[src/rtl/button_debouncer.sv]
// button_debouncer: synchronises a raw, bouncing push-button pin and filters it
// with a counter-qualified four-state FSM. Drives a clean level (pushButton)
// plus one-cycle press/release strobes. All outputs are registered.
//
// Optional feature, enabled by defining BUTTON_LONG_PRESS_EN: a hold counter
// fires a single longPress strobe HOLD_CYCLES cycles after an accepted press.
// Without the macro, longPress is tied low and the hold counter is absent.
module button_debouncer #(
    parameter int DEBOUNCE_CYCLES = 4,
    parameter int HOLD_CYCLES     = 16,
    parameter int CNT_WIDTH       = 16
) (
    input  logic clk,
    input  logic rstN,
    input  logic buttonRaw,
    output logic pushButton,
    output logic pressPulse,
    output logic releasePulse,
    output logic longPress
);

    // Reject nonsensical configurations at elaboration time.
    if (DEBOUNCE_CYCLES < 1 || HOLD_CYCLES < 1) begin : g_param_check
        $error("button_debouncer: DEBOUNCE_CYCLES and HOLD_CYCLES must be >= 1");
    end

    typedef enum logic [1:0] {
        RELEASED,
        CONFIRM_PRESS,
        PRESSED,
        CONFIRM_RELEASE
    } state_t;

    localparam logic [CNT_WIDTH-1:0] DEB_LAST = CNT_WIDTH'(DEBOUNCE_CYCLES - 1);

    logic                 sync_s1;
    logic                 sync_btn;
    state_t               state;
    state_t               state_nxt;
    logic [CNT_WIDTH-1:0] cnt;
    logic [CNT_WIDTH-1:0] cnt_nxt;
    logic                 push_nxt;
    logic                 press_nxt;
    logic                 release_nxt;

    // Two-flop synchroniser; only sync_btn is allowed to reach the FSM.
    always_ff @(posedge clk or negedge rstN) begin
        if (!rstN) begin
            sync_s1  <= 1'b0;
            sync_btn <= 1'b0;
        end else begin
            // NOTE: non-blocking assignments make both flops sample on the same
            // edge; blocking here would collapse the chain into a single flop.
            sync_s1  <= buttonRaw;
            sync_btn <= sync_s1;
        end
    end

    // Next-state, debounce counter and next output values.
    always_comb begin
        // NOTE: every variable gets a default before the case so no path can
        // leave one unassigned and infer a latch.
        state_nxt   = state;
        cnt_nxt     = cnt;
        push_nxt    = pushButton;
        press_nxt   = 1'b0;
        release_nxt = 1'b0;
        unique case (state)
            RELEASED: begin
                if (sync_btn) begin
                    state_nxt = CONFIRM_PRESS;
                    cnt_nxt   = '0;
                end
            end
            CONFIRM_PRESS: begin
                if (!sync_btn) begin
                    state_nxt = RELEASED;
                    cnt_nxt   = '0;
                end else if (cnt == DEB_LAST) begin
                    state_nxt = PRESSED;
                    push_nxt  = 1'b1;
                    press_nxt = 1'b1;
                    cnt_nxt   = '0;
                end else begin
                    cnt_nxt = cnt + 1'b1;
                end
            end
            PRESSED: begin
                if (!sync_btn) begin
                    state_nxt = CONFIRM_RELEASE;
                    cnt_nxt   = '0;
                end
            end
            CONFIRM_RELEASE: begin
                if (sync_btn) begin
                    state_nxt = PRESSED;
                    cnt_nxt   = '0;
                end else if (cnt == DEB_LAST) begin
                    state_nxt   = RELEASED;
                    push_nxt    = 1'b0;
                    release_nxt = 1'b1;
                    cnt_nxt     = '0;
                end else begin
                    cnt_nxt = cnt + 1'b1;
                end
            end
            default: begin
                state_nxt = RELEASED;
                cnt_nxt   = '0;
                push_nxt  = 1'b0;
            end
        endcase
    end

    // State register, debounce counter and registered outputs.
    always_ff @(posedge clk or negedge rstN) begin
        if (!rstN) begin
            state        <= RELEASED;
            cnt          <= '0;
            pushButton   <= 1'b0;
            pressPulse   <= 1'b0;
            releasePulse <= 1'b0;
        end else begin
            state        <= state_nxt;
            cnt          <= cnt_nxt;
            pushButton   <= push_nxt;
            pressPulse   <= press_nxt;
            releasePulse <= release_nxt;
        end
    end

`ifdef BUTTON_LONG_PRESS_EN
    localparam logic [CNT_WIDTH-1:0] HOLD_LAST = CNT_WIDTH'(HOLD_CYCLES - 1);
    localparam logic [CNT_WIDTH-1:0] HOLD_DONE = CNT_WIDTH'(HOLD_CYCLES);

    logic [CNT_WIDTH-1:0] hold_cnt;
    logic [CNT_WIDTH-1:0] hold_nxt;
    logic                 long_nxt;

    // Hold counter: clears on accepted press/release, keeps counting through a
    // rejected release, fires once from PRESSED and then parks at HOLD_DONE.
    always_comb begin
        hold_nxt = hold_cnt;
        long_nxt = 1'b0;
        if (state == CONFIRM_PRESS && state_nxt == PRESSED) begin
            hold_nxt = '0;
        end else if (state == CONFIRM_RELEASE && state_nxt == RELEASED) begin
            hold_nxt = '0;
        end else if (state == PRESSED) begin
            if (hold_cnt == HOLD_LAST) begin
                long_nxt = 1'b1;
                hold_nxt = HOLD_DONE;
            end else if (hold_cnt < HOLD_LAST) begin
                hold_nxt = hold_cnt + 1'b1;
            end
        end else if (state == CONFIRM_RELEASE && hold_cnt < HOLD_LAST) begin
            // Wait at HOLD_LAST so the strobe only ever fires from PRESSED.
            hold_nxt = hold_cnt + 1'b1;
        end
    end

    // Hold counter and long-press strobe registers.
    always_ff @(posedge clk or negedge rstN) begin
        if (!rstN) begin
            hold_cnt  <= '0;
            longPress <= 1'b0;
        end else begin
            hold_cnt  <= hold_nxt;
            longPress <= long_nxt;
        end
    end
`else
    // Long-press detection not built in.
    assign longPress = 1'b0;
`endif

endmodule

[config.mk]
export PLATFORM = sky130hd
export DESIGN_NAME = button_debouncer
export DESIGN_NICKNAME = d
export VERILOG_FILES = /design/src/rtl/button_debouncer.sv
export SDC_FILE = /design/constraint.sdc
export NUM_CORES = 1
export LEC_CHECK = 0
export BUFFER_PORTS_ARGS = -buffer_cell sky130_fd_sc_hd__buf_4
export CORE_MARGIN = 8
export CORE_UTILIZATION = 55
export DETAILED_ROUTE_END_ITERATION = 10
export PLACE_DENSITY = 0.81
export SLEW_MARGIN = 0
export SYNTH_ARGS = -nofsm -noshare
export SYNTH_HDL_FRONTEND = slang
export SYNTH_SLANG_ARGS = --single-unit
[constraint.sdc]
create_clock -name clk -period 3.22 [get_ports clk]
set_input_delay 0.322 -clock clk [delete_from_list [all_inputs] [get_ports clk]]
set_output_delay 0.322 -clock clk [all_outputs]
set_load 0.03 [all_outputs]
# Yosys cells after proc, flatten, opt, wreduce, memory -nomap -nowiden
# Cells that the tools add are included.
# classes
magnitude_cmp	0
n_eq_ne	12
n_mux	23
bitwise_logic	0
n_reduce_logical	5
div_mod_pow	0
n_shift	0
mul	0
addsub	1
# op_table
op	count
two-way mux 16 bit	5
case mux 16 bit (4 select lines)	1
adder 16 x 1 -> 16 bit (second input constant)	1
== test 16 x 2 -> 1 bit (second input constant)	1
two-way mux 2 bit	6
!= test 2 bit (second input constant)	6
two-way mux 1 bit	9
case mux 2 bit (4 select lines)	1
!= test 3 bit (second input constant)	2
AND reduction 5 bit	1
== test 2 bit (second input constant)	2
AND reduction 4 bit	1
== test 2 x 1 -> 1 bit (second input constant)	1
zero test 2 bit	1
case mux 1 bit (2 select lines)	1
AND reduction 2 bit	1
nonzero test 2 bit	1
# word_totals
inputBits	3
out_inout_bits	4
rom_bits	0
wordCells	48
latch_bits	0
mem_count	0
ff_bits	23
ram_bits	0

# Logic depth before layout (Yosys ltp)
# Gate-level depths: netlist (run 1).
# logic_depth
depth_word	4
depth_mapped	7
mapped_depth_nobuf	5

# Worst setup path after synthesis (run 1)
# Ideal clock, no wire load.
# synth_path
path_type	flip-flop to flip-flop
start	reg cnt[0]
end	reg cnt[12]
synth_period_minus_slack_ns	1.719
arrival_time_ns	1.653
required_ns	3.154
setup_ns	0.066
path_buffers	2
setup_slack_ns	1.501
path_stages_with_launch	8
path_cell_list	dfrtp_1 > ha_1 > nor4b_1 > and4_1 > buf_6 > buf_8 > o41ai_2 > o31a_1
# synth_between
elab_chain_cells	4
word_cells_on_any_way	6
classes_between	add/sub: 1; eq/ne: 1; mux: 4
# synth_rtl
item	line_no	rtl
start, declared	40	logic [CNT_WIDTH-1:0] cnt;
start signal, assigned	125	cnt <= cnt_nxt;
adder 16 x 1 -> 16 bit or == test 16 x 2 -> 1 bit (tied branches)	n/a	
two-way mux 16 bit (*)	79, 98	
two-way mux 16 bit, on equally long branches	95, 76	
case mux 16 bit (4 select lines) (*)	68	unique case (state)
# Every way passes the cells marked *; elsewhere a longest branch is shown, timed or not.
# A chain may end at the register's enable or synchronous reset.

# Worst setup path after layout (run 1)
# layout_path
start	reg cnt[0]
end	reg cnt[15]
# The elaborated chain is that of the path after synthesis.

==> impl_metrics.toml, run 1 <==
[logic_synthesis]
synth_top_family_by_area = "simple AND/OR/NAND/NOR gates"
syn_nets = 139
synthSimpleGateAreaFrac_pct = 26.3
synth_most_common_cell = "dfrtp_1"
synthMuxAreaShare_pct = 0.753
synth_warnings = 0
synth_fa_ha_area_share_pct = 0.942
yosysSeqAreaShare_pct = 43.3
synth_top_flop_cell = "dfrtp_1"
synth_top_area_cell = "dfrtp_1"
yosysUniqueCellTypes = 40
netlist_top_cells_count = "dfrtp_1, nor3_1, nand2_1"
synth_compound_area_share_pct = 20.3
ys_seq_elements = 23
avgSynthCellArea_sq_um = 9.84
synth_area_leaders = "dfrtp_1, o311ai_1, nor3_1"
synthCells = 135
post-synth-top-area-fraction_pct = 43.3
syn_area_sq_um = 1330
synth-edff-count = 0
synth_xor_area_share_pct = 0.659
async_flop_share_pct = 100

[sta]
finalClockSkew_ns = 0.00693
fin_tns_setup_ns = 0
setup_ws_ns = 1.01
drv_slew = 0
fin_crit_sh_pct = 68.8
setup_viol = 0
fmax_mhz = 452
hold_violations = 0
rsz0062_at_grt = "false"
relSlewSlack_pct = 56.3
period_needed_ns = 2.21
worstMarginPinSlew_ns = 0.655
hold_slack_ns = 0.104

[clock_network]
numCtsBuffers = 3
cts-htree-levels = 1
clockBufferDepth = 2
clk_latency_ns = 0.32
clock_sinks = 23
path_clk_slew_ns = 0.13
cts_resized = 0
cts_tree = "yes"
clockRootBuffer = "clkbuf_4"

[final_layout]
antenna_cells = 0
syn2layout_area_growth_pct = 2.92
design_area_sq_um = 1370
drive_gt1_share_pct = 11.8
fillCellCount = 209
nNetsFinal = 141

[floorplan]
die-area_sq_um = 4240
fp-row-count = 18
ioPinCount = 7
start_util_pct = 55.7
core_area_sq_um = 2390
die_w_um = 65.2
fp.dieH_um = 65.2

[worst_setup_path]
path_max_fanout = 19
crit_type = "flip-flop to flip-flop"
critPathLaunchType = "flip-flop"
crit_required_ns = 3.44
cp-end-kind = "flip-flop"
cp.arrival_ns = 2.44

[outcome]
status = "finished, final reports clean"

[place]
gp_congestion = 0.916
dpl_cell_area_sq_um = 1330
port_buffers = 5
preCtsSetupSlack_ns = 1.03
hpwlAfterDp_mm = 1.90

[worst_hold_path]
min_path_type = "input port to flip-flop"

[drt]
drtPass1Iterations = 4
drtAntennaViolNets = 0
first_iter_violations = 91
wire_per_inst_um = 16.3
drc = 0
vias_per_cell = 6.59
routed_wl_mm = 2.71
num_vias = 1094

[global_routing]
grt_use_met2_pct = 22.9
grt.overflow.total = 0
grtUsageTotal_pct = 14.3
met3_usage_pct = 1.53
grt_max_degree = 26
grt.busiest_layer = "met2"
grt_first_pass_wirelength_mm = 4.88
grt_pass1_vias = 1051
use_met1_pct = 18.6
antenna_found_initial = 0

[pwr]
totalPowerFinal_w = 0.000665
p_leak_nw = 0.537
ir_drop_mv = 0.579
power_density_nw_per_um2 = 487

[flow_run]
drv_cap = 0
-- kinds of logic after synthesis --
logic type,count (synthesis)
DFF,23
adders and majority gates,1
other,1
AOI/OAI and AO/OA,31
xor gates and xnor gates,1
buffers and inverters,15
and+or+nand+nor,62
muxes,1
-- final timing paths --
check                                        start                   to  slack (ns)  cells past startpoint
worst max-delay path            cnt[0]$_DFFE_PN0P_  cnt[15]$_DFFE_PN0P_        1.01                      5
worst min-delay path                     buttonRaw    sync_s1$_DFF_PN0_        0.10                      1
worst max register to register  cnt[0]$_DFFE_PN0P_  cnt[15]$_DFFE_PN0P_        1.01                      5
worst min register to register   sync_s1$_DFF_PN0_   sync_btn$_DFF_PN0_        0.38                      0
max in group asynchronous                     rstN   sync_btn$_DFF_PN0_        2.57                      2
min in group asynchronous                     rstN   cnt[2]$_DFFE_PN0P_        0.42                      2
-- critical path, stage by stage, from the launching register on --
cell and delay (ns):
dfrtp_1 0.44, ha_1 0.26, nor4b_1 0.21, and4_1 0.65, nor2_1 0.20, a221o_1 0.35
-- final cells by class --
class                   count  area, sq um  share of cell area [%]
flip-flops and latches     23          576                    42.1
repair buffers              6         47.5                    3.48
multi-input cells          97          654                    47.9
inverters                   6         22.5                    1.65
well taps                  30         37.5                    2.74
clock buffers               3         22.5                    1.65
clock inverters             1         7.51                   0.549
-- stage by stage --
step                      cells  util, %
after detailed placement    161     55.6
after CTS                   166     57.3
after global routing        166     57.3
after floorplan             135        -
final                       166     57.3
after global placement      161     55.6
-- report_power, final --
part	internal, W	total (W)	switching, W
clock network	0.0000474	0.000138	0.0000904
registers	0.000313	0.000346	0.0000334
logic	0.0000550	0.000181	0.000126
total	0.000415	0.000665	0.000250
-- registers in the layout, summed over array words and instances (netlist names), named ones only --
| register | count |
|---|---|
| cnt | 16 |
| pressPulse | 1 |
| pushButton | 1 |
| releasePulse | 1 |
| state | 1 |
| sync_btn | 1 |
| sync_s1 | 1 |
-- placed cells by master (no fill, tap or decap), drive strengths merged --
cell,n
o22a,1
clkbuf,3
o31a,1
or2,3
and3,2
a211oi,1
xor2,1
o21ai,1
nor2b,1
dlygate4sd3,1
nand2,9
o41ai,2
nand3,6
o211ai,1
nor4b,3
mux2i,1
buf,5
and2,1
or4,2
o31ai,3
nand4,4
clkinvlp,1
conb,1
a221o,1
dfrtp,23
nor4,6
nor3b,4
nor3,12
nor2,7
o21a,7
inv,6
o2bb2a,1
and4,2
a22o,4
a31oi,1
ha,1
o311ai,7
-- timing repair --
action                    4_1_cts  5_1_grt
hold buffers                    1        0
hold endpoints to repair       23        0
setup buffers                   0        0
-- layer usage --
layer | vias to the layer above | part of all wire (%)
li1 | 520 | -
met5 | - | 0
met2 | 41 | 48
met1 | 529 | 44
met4 | 0 | 1.5
met3 | 4 | 6.6
Note: power is estimated with default switching activity, not from simulation.
==> run 2, diff against run 1 <==
Settings changed: ABC_AREA from default to 1.
Clock period 3.22 ns to 2.2 ns, I/O delays scaled along.
==> impl_metrics.toml, run 2 <==
[outcome]
status = "finished, final reports clean"

[logic_synthesis]
synth_top_area_cell = "dfrtp_1"
syn_nets = 181
synth_fa_ha_area_share_pct = 0.949
synthCells = 177
avgSynthCellArea_sq_um = 7.45
synth_top_flop_cell = "dfrtp_1"
synth_xor_area_share_pct = 2.66
synthSimpleGateAreaFrac_pct = 34.6
yosysUniqueCellTypes = 24
ys_seq_elements = 23
synth_warnings = 0
async_flop_share_pct = 100
syn_area_sq_um = 1320
netlist_top_cells_count = "nand2_1, dfrtp_1, inv_1"
synth_compound_area_share_pct = 8.63
synth_area_leaders = "dfrtp_1, nand2_1, inv_1"
yosysSeqAreaShare_pct = 43.6
synth-edff-count = 0
synth_most_common_cell = "nand2_1"
post-synth-top-area-fraction_pct = 43.6
synthMuxAreaShare_pct = 0
synth_top_family_by_area = "simple AND/OR/NAND/NOR gates"

[place]
hpwlAfterDp_mm = 1.93
dpl_cell_area_sq_um = 1360
port_buffers = 5
gp_congestion = 0.904
preCtsSetupSlack_ns = 0.575
dp_cells = 206

[floorplan]
start_util_pct = 59.0
die_w_um = 65.0
core_area_sq_um = 2230
fp-row-count = 17
fp.dieH_um = 65.0
ioPinCount = 7
die-area_sq_um = 4220

[sta]
fin_tns_setup_ns = 0
hold_violations = 0
relSlewSlack_pct = 60.9
finalClockSkew_ns = 0.00310
rsz0062_at_grt = "false"
worstMarginPinSlew_ns = 0.586
fin_crit_sh_pct = 75.4
period_needed_ns = 1.66
drv_slew = 0
fmax_mhz = 603
setup_viol = 0
setup_ws_ns = 0.541

[pwr]
power_switching_w = 0.000340
switching_share_pct = 35.9
seqPwrFrac_pct = 53.5
power_density_nw_per_um2 = 675
pwr-share-comb_pct = 26.4
p_leak_nw = 0.642
internal_power_w = 0.000607
ir_drop_mv = 0.687
clockPowerShare_pct = 20.0

[clock_network]
clockRootBuffer = "clkbuf_4"
cts_tree = "yes"
path_clk_slew_ns = 0.12
clk_latency_ns = 0.31
numCtsBuffers = 3
clock_sinks = 23
cts-htree-levels = 1
cts_resized = 0
post_cts_buffers = 0
clockBufferDepth = 2

[final_layout]
layout_commonest_cell = "nand2_1"
final_cell_mix = "nand2_1, dfrtp_1, inv_1"
design_area_sq_um = 1400
final_cell_count_no_fill = 212
drive_gt1_share_pct = 12.0
regMostFlops = "cnt"
utilization_pct = 62.8
antenna_cells = 0
nNetsFinal = 189
syn2layout_area_growth_pct = 6.36
largest_register_ffs = 16

[global_routing]
grt_max_degree = 24
grt.overflow.total = 0
antenna_found_initial = 0
grt_pass1_vias = 1105
grt_first_pass_wirelength_mm = 4.70
grtUsageTotal_pct = 13.8

[worst_hold_path]
min_path_type = "input port to async pin"

[drt]
vias_per_cell = 5.15
first_iter_violations = 22
routed_wl_mm = 2.61
drtAntennaViolNets = 0
wire_per_inst_um = 12.3
num_vias = 1091
drc = 0
drtPass1Iterations = 4

[worst_setup_path]
reg2reg_depth = 8
r2r_slack_ns = 0.54
cp.arrival_ns = 1.91
critPathLaunchType = "flip-flop"
rr_startpoint = "cnt[0]$_DFFE_PN0P_"
crit_required_ns = 2.45
reg2reg_to = "cnt[14]$_DFFE_PN0P_"
crit_type = "flip-flop to flip-flop"
path_max_fanout = 11
cp-end-kind = "flip-flop"

[flow_run]
drv_cap = 0
==> run 2: cell types whose count changed after synthesis, moves of 9 or more <==
cell and change:
nor3_1 -10, nand2_1 +48, nor2_1 +11, o21ai_0 +11
inv_1 +16, nand3_1 +9
==> run 2: cell families after synthesis <==
family          count (synthesis)
simple gates                  101
flops                          23
fa+ha+maj                       1
compound gates                 20
xor+xnor                        4
other cells                     1
buf+inv                        27
==> run 2: layout make-up <==
| class | instances | area (sq um) |
|---|---|---|
| flip-flops and latches | 23 | 576 |
| well taps | 28 | 35.0 |
| fillers | 206 | 831 |
| repair buffers | 7 | 57.6 |
| clock buffers | 4 | 26.3 |
| multi-input cells | 127 | 622 |
| inverters | 23 | 86.3 |
==> run 2: worst max-delay path by stage <==
stage	from	to	cells after the start
global placement	cnt[0]$_DFFE_PN0P_	cnt[14]$_DFFE_PN0P_	8
global route	cnt[0]$_DFFE_PN0P_	cnt[6]$_DFFE_PN0P_	8
floorplan	cnt[0]$_DFFE_PN0P_	flip-flop	10
detailed placement	cnt[0]$_DFFE_PN0P_	cnt[14]$_DFFE_PN0P_	8
finish	cnt[0]$_DFFE_PN0P_	cnt[14]$_DFFE_PN0P_	8
CTS	cnt[0]$_DFFE_PN0P_	cnt[14]$_DFFE_PN0P_	8
==> run 2: per-layer routing <==
layer / up-vias / GRT usage [%] / routed length, um
met5: - / 0 / 0
met4: 0 / 7.63 / 59
met3: 7 / 2.41 / 127
met2: 25 / 23.5 / 1320
met1: 503 / 16.1 / 1100
li1: 556 / - / -
==> run 2: critical path, stage by stage, from the launching register on <==
cell	delay, ns
dfrtp_1	0.43
ha_1	0.26
inv_1	0.07
nor2_1	0.04
nand2_1	0.06
nor2_1	0.05
a21oi_2	0.42
nand2_1	0.13
a21oi_2	0.13
==> run 2: timing repair <==
| action | CTS | global route |
|---|---|---|
| hold buffers | 1 | 1 |
| endpoints found under the hold margin | 23 | 1 |
| endpoints found under the setup margin | 0 | 0 |
==> run 2: through the flow <==
| step | hold slack, ns | power [W] |
|---|---|---|
| 5_1_grt | 0.343 | 0.00101 |
| 2_1_floorplan | -0.0756 | 0.000699 |
| 3_5_place_dp | 0.130 | 0.000764 |
| 6_report | 0.318 | 0.000947 |
| 4_1_cts | 0.0000551 | 0.000957 |
| 3_3_place_gp | 0.124 | 0.000749 |
==> run 2: power by group through the flow <==
stage	Sequential (W)	Combinational, W	Clock [W]
global route	0.000513	0.000281	0.000215
CTS	0.000507	0.000252	0.000199
floorplan	0.000527	0.000173	0
detailed placement	0.000514	0.000250	0
global placement	0.000511	0.000238	0
finish	0.000507	0.000250	0.000190
